## config.mk

```make
export PLATFORM = sky130hd
export DESIGN_NAME = mem_arbiter
export DESIGN_NICKNAME = d
export VERILOG_FILES = /design/src/rtl/mem_arbiter.sv
export SDC_FILE = /design/constraint.sdc
export NUM_CORES = 1
export LEC_CHECK = 0
export CAP_MARGIN = 20
export CORE_UTILIZATION = 25
export DETAILED_ROUTE_END_ITERATION = 10
export SLEW_MARGIN = 20
export SYNTH_ARGS = -nofsm -noshare
export SYNTH_HDL_FRONTEND = slang
export SYNTH_SLANG_ARGS = --single-unit
export TNS_END_PERCENT = 5
```

## constraint.sdc

```tcl
create_clock -name CLK -period 1.3 [get_ports CLK]
set_input_delay 0.13 -clock CLK [delete_from_list [all_inputs] [get_ports CLK]]
set_output_delay 0.13 -clock CLK [all_outputs]
set_load 0.005 [all_outputs]
```

## src/rtl/mem_arbiter.sv

```systemverilog
`default_nettype none
// ============================================================================
// mem_arbiter : round-robin arbiter of cache I/D ports onto a single RAM port.
// Optional access watchdog enabled by defining MEM_ARB_WATCHDOG_EN.
// Rev 1.0
// ============================================================================
module mem_arbiter #(
  parameter int TIMEOUT = 64
) (
  input  logic        CLK,
  input  logic        RST,
  input  logic        iREN,
  input  logic [31:0] iaddr,
  output logic        iwait,
  output logic [31:0] iload,
  input  logic        dREN,
  input  logic        dWEN,
  input  logic [31:0] daddr,
  input  logic [31:0] dstore,
  output logic        dwait,
  output logic [31:0] dload,
  output logic        ramREN,
  output logic        ramWEN,
  output logic [31:0] ramaddr,
  output logic [31:0] ramstore,
  input  logic [31:0] ramload,
  input  logic        ram_ack,
  output logic        err
);

  typedef enum logic [1:0] {
    IDLE = 2'd0,
    IACC = 2'd1,
    DACC = 2'd2
  } state_t;

  state_t      state_q, state_d;
  logic        last_was_d_q, last_was_d_d;
  logic        ram_ren_q, ram_ren_d;
  logic        ram_wen_q, ram_wen_d;
  logic [31:0] ram_addr_q, ram_addr_d;
  logic [31:0] ram_store_q, ram_store_d;

  logic d_pend;
  logic done;
  logic drop;
  logic timeout;

  assign d_pend = dREN | dWEN;
  // A completion is never signalled in a cycle that is being reset.
  assign done   = (state_q != IDLE) && ram_ack && !RST;
  assign drop   = ((state_q == IACC) && !iREN) || ((state_q == DACC) && !d_pend);

`ifdef MEM_ARB_WATCHDOG_EN
  logic [6:0] cnt_q, cnt_d;

  assign timeout = (state_q != IDLE) && (cnt_q == 7'(TIMEOUT));
  assign err     = timeout && !ram_ack && !RST;

  always_comb begin
    cnt_d = '0;
    if (state_q != IDLE) begin
      cnt_d = cnt_q + 7'd1;
    end
  end

  always_ff @(posedge CLK) begin
    if (RST) begin
      cnt_q <= '0;
    end else begin
      cnt_q <= cnt_d;
    end
  end
`else
  logic unused_timeout;

  assign unused_timeout = (TIMEOUT != 0);
  assign timeout        = 1'b0;
  assign err            = 1'b0;
`endif

  always_comb begin
    state_d      = state_q;
    last_was_d_d = last_was_d_q;
    ram_ren_d    = ram_ren_q;
    ram_wen_d    = ram_wen_q;
    ram_addr_d   = ram_addr_q;
    ram_store_d  = ram_store_q;
    case (state_q)
      IDLE: begin
        // On a tie the port that was not served last wins.
        if (d_pend && (!iREN || !last_was_d_q)) begin
          state_d     = DACC;
          ram_wen_d   = dWEN;
          ram_ren_d   = !dWEN;
          ram_addr_d  = daddr;
          ram_store_d = dstore;
        end else if (iREN) begin
          state_d    = IACC;
          ram_ren_d  = 1'b1;
          ram_wen_d  = 1'b0;
          ram_addr_d = iaddr;
        end
      end
      IACC, DACC: begin
        if (ram_ack) begin
          state_d      = IDLE;
          ram_ren_d    = 1'b0;
          ram_wen_d    = 1'b0;
          last_was_d_d = (state_q == DACC);
        end else if (drop || timeout) begin
          state_d   = IDLE;
          ram_ren_d = 1'b0;
          ram_wen_d = 1'b0;
        end
      end
      default: begin
        state_d   = IDLE;
        ram_ren_d = 1'b0;
        ram_wen_d = 1'b0;
      end
    endcase
  end

  always_ff @(posedge CLK) begin
    if (RST) begin
      state_q      <= IDLE;
      last_was_d_q <= 1'b0;
      ram_ren_q    <= 1'b0;
      ram_wen_q    <= 1'b0;
      ram_addr_q   <= '0;
      ram_store_q  <= '0;
    end else begin
      state_q      <= state_d;
      last_was_d_q <= last_was_d_d;
      ram_ren_q    <= ram_ren_d;
      ram_wen_q    <= ram_wen_d;
      ram_addr_q   <= ram_addr_d;
      ram_store_q  <= ram_store_d;
    end
  end

  assign iwait    = !(done && (state_q == IACC));
  assign dwait    = !(done && (state_q == DACC));
  assign iload    = ramload;
  assign dload    = ramload;
  assign ramREN   = ram_ren_q;
  assign ramWEN   = ram_wen_q;
  assign ramaddr  = ram_addr_q;
  assign ramstore = ram_store_q;

endmodule
`default_nettype wire

```

### After elaboration in Yosys (flattened, before gate mapping)

Cells that the tools add are included.

* register bits: 69
* output and inout port bits: 133
* input bits: 134
* logic and storage cells: 50

* reductions and logical operators: 24
* muxes and demuxes: 15
* equal/unequal tests: 4
* bitwise logic cells: 1

Operators by type and width (count)
* 32-bit 2-to-1 mux: 2
* 2-bit 2-to-1 mux: 4
* 2-bit AND reduction: 4
* 1-bit logical AND: 7
* 1-bit logical NOT: 7
* 1-bit 2-to-1 mux: 6
* 3-bit inequality test (second input constant): 2
* 1-bit one-hot mux with 2 select lines: 2
* 2-bit one-hot mux with 2 select lines: 1
* 2-bit nonzero test: 2
* 2-bit by 1-bit == test with 1-bit output (second input constant): 1
* 2-bit == test (second input constant): 1
* 2-bit logical NOT: 1
* 1-bit logical OR: 2
* 2-bit OR reduction: 1
* 1-bit bitwise OR: 1

### Logic depth before layout (Yosys ltp)

Gate-level depths: netlist of run 1.

* word-level depth: 7
* gate-level depth with buffers: 7
* mapped depth without buffers: 5

### Worst setup path after synthesis of run 1

OpenSTA, ideal clock, no wires.

* kind: register to register
* from: reg state_q[0]
* to: reg ram_ren_q, in the netlist ramREN
* arrival: 1314 ps
* stages on the path, launching flop included: 6
* path slack: -106 ps
* library setup time: 92 ps
* cell sequence: dfxtp_1 -> inv_1 -> ha_1 -> or3b_1 -> a311o_1 -> o32ai_1

* cells in the longest elaborated chain, start to end: 5

RTL lines
* start: declaration: RTL line 37 `state_t state_q, state_d;`
* start signal: assignment: RTL line 134 `state_q <= state_d;`
* 2-bit by 1-bit == test with 1-bit output / 2-bit == test (equally long branches): RTL line 52, 89
* 1-bit logical AND: RTL line 52 `assign drop = ((state_q == IACC) && !iREN) || ((state_q == DACC) && !d_pend);`
* 1-bit logical OR: RTL line 52
* 3-bit inequality test (no source line)
* 2-bit AND reduction (no source line)
* end signal: assignment: RTL line 136 `ram_ren_q <= ram_ren_d;`
* end: declaration: RTL line 39 `logic ram_ren_q, ram_ren_d;`

Several ways; a longest one is shown, not always the timed one.
A chain may end at the register's enable or synchronous reset.

### Final worst setup path of run 1

* from: reg state_q[0]
* to: reg state_q[1]

* cells in the longest elaborated chain, start to end: 5

RTL lines (RTL line)
* 2-bit by 1-bit == test with 1-bit output / 2-bit == test (equally long branches): 52, 89
* 1-bit logical AND: 52
* 1-bit logical OR: 52
* 3-bit inequality test (no source line)
* 2-bit AND reduction (no source line)

Several ways; a longest one is shown, not always the timed one.

==> results of run 1 <==
[through the flow]
| step | utilization [%] | hold slack, ps |
|---|---|---|
| 3_5_place_dp | 36.0 | 260 |
| 6_report | 38.0 | 260 |
| 5_1_grt | 38.0 | 260 |
| 3_3_place_gp | 36.0 | 260 |
| 2_1_floorplan | - | 271 |
| 4_1_cts | 37.9 | 260 |
[report_power, final]
group	switching, W	total (W)	internal, W
Combinational	0.00108	0.00223	0.00116
Clock	0.000938	0.00247	0.00153
Sequential	0.000145	0.00256	0.00242
Total	0.00216	0.00727	0.00511
[what timing repair did]
action	in CTS	in global routing
resized for setup	122	6
hold buffers	0	0
pin swaps	9	13
setup endpoints to repair	134	73
buffers inserted	2	0
[critical path, cell delays in order (launching register included)]
cell,delay [ps]
dfxtp_2,320
inv_2,70
buf_6,100
ha_4,120
or3b_4,380
a311o_1,330
o32ai_1,130
[worst max path at each step]
| stage | startpoint | end | slack, ps | cells after the start |
|---|---|---|---|---|
| 2_1_floorplan | state_q[0]$_SDFFE_PP0P_ | ramREN$_SDFFE_PP0P_ | -90 | 5 |
| 3_3_place_gp | iREN | ramaddr[1]$_SDFFE_PP0P_ | -420 | 6 |
| 3_5_place_dp | iREN | state_q[0]$_SDFFE_PP0P_ | -530 | 5 |
| 4_1_cts | state_q[0]$_SDFFE_PP0P_ | state_q[0]$_SDFFE_PP0P_ | -250 | 6 |
| 5_1_grt | state_q[0]$_SDFFE_PP0P_ | ramREN$_SDFFE_PP0P_ | -290 | 6 |
| 6_report | state_q[0]$_SDFFE_PP0P_ | state_q[1]$_SDFFE_PP0P_ | -240 | 6 |
[placed cells by master, fill, tap and decap left out, types with 16 or more instances in the layout]
cell type / instances
dlygate4sd2_1: 63
o21ai_1: 32
a21oi_1: 46
a211oi_2: 31
a21oi_2: 19
nand3_1: 33
buf_4: 16
clkdlybuf4s50_1: 100
nand2_1: 38
nor2_1: 32
dfxtp_1: 59
[registers in the layout, summed over array words and instances, names as in the netlist]
register and flops:
ramaddr 32, ramstore 32, state_q 2, last_was_d_q 1, ramREN 1, ramWEN 1
[area by class of cell]
class	instances	area share [%]
Inverter	5	0.341
Timing Repair Buffer	195	34.8
Tap cell	184	4.18
Clock inverter	6	1.11
Sequential cell	69	25.3
Clock buffer	10	4.34
Multi-Input combinational cell	252	29.9
[routing by layer]
metal  up-vias  wire [um]
met5         -          0
met3        14       1010
met1      1575       4450
met4         0        173
met2       164       5740
li1       1623          -
[cells by family (layout without fill, tap and decap cells)]
kind of cell,after synthesis,in the layout,synth area share (%)
compound gates,139,139,28.6
other cells,1,1,0.102
simple gates,109,109,12.8
fa+ha+maj,3,3,1.02
flops,69,69,37.4
buf+inv,105,216,20.0
==> metrics.csv, run 1 <==
stage;metric;value;unit
synth;synthesized flop and latch total;69;
min_path;Hold Crit Depth;0;
finish;nets;669;
route;DR pass1 iterations;6;
power;total power draw;0.00727;W
min_path;Hold Path End;dload[27];
sta;Clock Skew;7.30;ps
global_route;Total GRT Usage;15.2;%
synth;YS warnings;0;
placement;hpwl dp;7980;um
floorplan;Initial Util;25.5;%
clock_network;TritonCTS buffer count;9;
placement;placed cell areas;5210;um2
global_route;largest net degree at the start of global routing;71;
synth;most numerous cell in the Yosys netlist;buf_4;
global_route;met1 usage;16.7;%
finish;area grow syn2layout;49.1;%
finish;post-route cell area;5500;um2
synth;sequential fraction of the synthesis area;37.4;%
finish;register area;1390;um2
route;ANT nets after route;0;
clock_network;clock latency on the worst-skew pair;330;ps
synth;synth cell count leaders;buf_4, dfxtp_1, a21oi_1, nand2_1, nand3_1;
route;DR vias;3376;
power;Power per Cell Area;1320;nW/um2
run_status;status;finished, violations left;
setup_path;CP Max Fanout;4;
sta;Min Clock Period, post-route;1540;ps
synth;Post-Syn Instances;426;
clock_network;TritonCTS clock tree;yes;
min_path;hold path startpoint;ramload[27];
global_route;gr ovfl total;0;
synth;Cell variety after synth;31;
synth;Synth async-reset ratio;0;%
finish;share of layout cells above drive strength 1;22.2;%
clock_network;clock slew at reported path FFs;60;ps
floorplan;Row Count;44;
setup_path;Crit Path Category;flop to flop;
run_status;failing checks;setup timing;
synth;area leader, netlist;dfxtp_1;
floorplan;Die ar.;15300;um2
route;via density per instance;4.68;
setup_path;cells on worst reg2reg path;6;
power;leakage power;2.31;nW
synth;Synth Flop Type;dfxtp_1;
clock_network;H-tree levels;3;
floorplan;die height;124;um
setup_path;critical path data arrival time;1780;ps
floorplan;io pins;267;
synth;synthesized net count;563;
setup_path;Req. time, crit path;1540;ps
setup_path;Critical Path End Type;flop;
route;1st-iter DRT viols;145;
global_route;M3 GR Usage;4.84;%
floorplan;area of the core;14500;um2
sta;Max Fclk;647;MHz
setup_path;reg2reg end;state_q[1]$_SDFFE_PP0P_;
synth;Syn Area/Cell;8.67;um2
clock_network;CTS max path bufs;2;
sta;setup_tns;-7650;ps
placement;DP Cell Count;703;
sta;Hold Vio Cnt, Final;0;
synth;number of flops mapped to enable cells by yosys;0;
sta;PnR worst setup slack;-244;ps
route;drc violations;0;
finish;Antenna Cells;0;
sta;fin. max-slew vios;0;
sta;unrepaired setup endpoints after global routing;yes;
synth;top cell type's share of synthesized area;37.4;%
route;final WL;11400;um
placement;pre-CTS WS;-535;ps
finish;Fill cells;1484;
placement;I/O Buffers;169;
setup_path;CP Launch Type;flop;
sta;final setup vio count;70;
global_route;met2 Track Usage GR;26.7;%
setup_path;reg2reg setup slack;-240;ps
global_route;first-pass GRT wire length;17500;um
synth;Mapped Area;3690;um2
min_path;hold crit path type;input pin to output port;
clock_network;clock sink total;69;
setup_path;worst r2r src;state_q[0]$_SDFFE_PP0P_;
global_route;GRT busiest layer;met2;
finish;final std cells w/o fill;721;
route;Avg WL per Cell;15.8;um
sta;Tcrit/Tclk final;119;%
synth;Area contributors post-synth;dfxtp_1, buf_4, a211oi_2;
finish;area of the multi-input gates;1650;um2
placement;GP Congestion;0.709;
global_route;number of global-route vias before repair;3441;
floorplan;die width;124;um
clock_network;CTS root buffer;clkbuf_16;
job;max-cap violation count;0;
power;peak supply drop;484;uV
global_route;initial antenna violation count;0;
No activity file was read; power rests on OpenSTA's default activity.
==> inputs of run 2 (changes only) <==
- CAP_MARGIN: 20 -> unset
- GPL_ROUTABILITY_DRIVEN: unset -> 0
==> results of run 2 <==
No change in the layout: final DEF, timing and power equal those of run 1.
==> inputs of run 3 (changes only) <==
- clock period: 1.3 -> 1.4 ns (I/O delays scaled with it)
==> metrics.csv, run 3 (same netlist as run 1, synthesis figures left out) <==
stage;metric;value;unit
min_path;hold crit path type;input pin to output port;
setup_path;Crit Path Category;flop to flop;
floorplan;area of the core;14500;um2
job;max-cap violation count;0;
power;Gate power share;33.3;%
clock_network;Hold-fix buffers, CTS;0;
floorplan;die height;124;um
floorplan;Row Count;44;
floorplan;Die ar.;15300;um2
finish;area grow syn2layout;49.8;%
global_route;largest net degree at the start of global routing;71;
placement;hpwl dp;7920;um
placement;I/O Buffers;169;
clock_network;clock sink total;69;
clock_network;CTS root buffer;clkbuf_16;
placement;pre-CTS WS;-371;ps
sta;Hold Vio Cnt, Final;0;
global_route;initial antenna violation count;0;
global_route;first-pass GRT wire length;16700;um
sta;Tcrit/Tclk final;109;%
power;sequential share of power;35.4;%
setup_path;Crit. path cell count;6;
finish;final std cells w/o fill;721;
global_route;number of global-route vias before repair;3364;
finish;share of layout cells above drive strength 1;20.1;%
setup_path;CP Launch Type;flop;
power;clock share of power;31.3;%
route;DR pass1 iterations;4;
setup_path;critical path data arrival time;1750;ps
min_path;Hold Crit Depth;0;
clock_network;clock slew at reported path FFs;50;ps
setup_path;CP Max Fanout;4;
floorplan;die width;124;um
run_status;failing checks;setup timing;
placement;DP Cell Count;703;
global_route;gr ovfl total;0;
setup_path;CP max stage cell;or3b_4;
setup_path;Worst path max stage delay;380;ps
run_status;status;finished, violations left;
floorplan;io pins;267;
route;DR vias;3352;
route;1st-iter DRT viols;103;
setup_path;Buf/Inv on CP;2;
clock_network;TritonCTS buffer count;9;
sta;Min Clock Period, post-route;1520;ps
clock_network;CTS max path bufs;2;
route;via density per instance;4.65;
sta;Max Fclk;656;MHz
setup_path;crit-path cells;inv_2 > buf_6 > ha_4 > or3b_4 > a311o_1 > o32ai_1;
clock_network;H-tree levels;3;
sta;Worst Hold Slack;280;ps
finish;nets;670;
sta;setup_tns;-546;ps
power;Cell Int Power;0.00476;W
sta;unrepaired setup endpoints after global routing;yes;
power;peak supply drop;439;uV
power;Power per Cell Area;1220;nW/um2
power;sw power;0.00198;W
route;ANT nets after route;0;
setup_path;Req. time, crit path;1630;ps
global_route;Total GRT Usage;14.5;%
finish;most frequent cells in the layout;clkdlybuf4s50_1, dfxtp_1, a21oi_1;
clock_network;clock latency on the worst-skew pair;330;ps
sta;Clock Skew;8.75;ps
power;leakage power;2.05;nW
clock_network;TritonCTS clock tree;yes;
setup_path;cells on worst reg2reg path;6;
setup_path;Critical Path End Type;flop;
power;Switching Share;29.4;%
sta;final setup vio count;9;
route;Avg WL per Cell;15.7;um
route;final WL;11300;um
route;drc violations;0;
sta;PnR worst setup slack;-123;ps
sta;fin. max-slew vios;0;
setup_path;CP top delay family;compound AO/OA/AOI/OAI gates;
finish;Antenna Cells;0;
finish;commonest non-fill, non-tap cell in the layout;clkdlybuf4s50_1;
floorplan;Initial Util;25.5;%
run 3: cell types whose count changed in the layout (fill, tap and decap cells not counted), moves of 2 or more:
cell | before | now
clkdlybuf4s50_1 | 100 | 164
dlygate4sd2_1 | 63 | 0
dfxtp_1 | 59 | 67
dfxtp_2 | 10 | 2
o21ai_0 | 0 | 2
o21ai_1 | 32 | 30
run 3: repair_timing:
item / 4_1_cts / 5_1_grt
setup buffers: 2 / 1
gates cloned: 0 / 0
endpoints found under the setup margin: 44 / 70
gates resized for setup: 28 / 23
pin swaps: 8 / 21
run 3: area by class of cell:
type,count,area [um2]
timing repair buffer,196,2000
multi-input combinational,252,1620
clock inverter,4,23.8
inverter,5,18.8
fill,1454,8950
clock buffer,11,253
sequential,69,1380
tap,184,230
run 3: layer usage:
layer | track usage (%) | share of wire [%] | vias up
met5 | 0 | 0 | -
met4 | 6.33 | 1.5 | 0
met3 | 4.61 | 8.8 | 11
met2 | 25.4 | 49 | 160
met1 | 15.9 | 41 | 1559
li1 | - | - | 1622
run 3: final timing paths:
check	startpoint	endpoint	slack, ps
hold reg to reg	ramstore[10]$_SDFFE_PP0P_	ramstore[10]$_SDFFE_PP0P_	480
hold / removal	ramload[0]	dload[0]	280
setup reg to reg	state_q[0]$_SDFFE_PP0P_	state_q[0]$_SDFFE_PP0P_	-120
setup / recovery	state_q[0]$_SDFFE_PP0P_	state_q[0]$_SDFFE_PP0P_	-120
run 3: through the flow:
step	util (%)	total power [W]	area (um2)
2_1_floorplan	-	0.00360	3700
3_3_place_gp	36.0	0.00457	5210
3_5_place_dp	36.0	0.00463	5210
4_1_cts	38.1	0.00684	5520
5_1_grt	38.2	0.00715	5530
6_report	38.2	0.00674	5530
run 3: power by group through the flow:
stage | registers [W] | logic, W | clock network, W
floorplan | 0.00243 | 0.00117 | 0
global placement | 0.00241 | 0.00216 | 0
detailed placement | 0.00242 | 0.00220 | 0
CTS | 0.00239 | 0.00225 | 0.00220
global route | 0.00242 | 0.00245 | 0.00229
finish | 0.00238 | 0.00224 | 0.00211
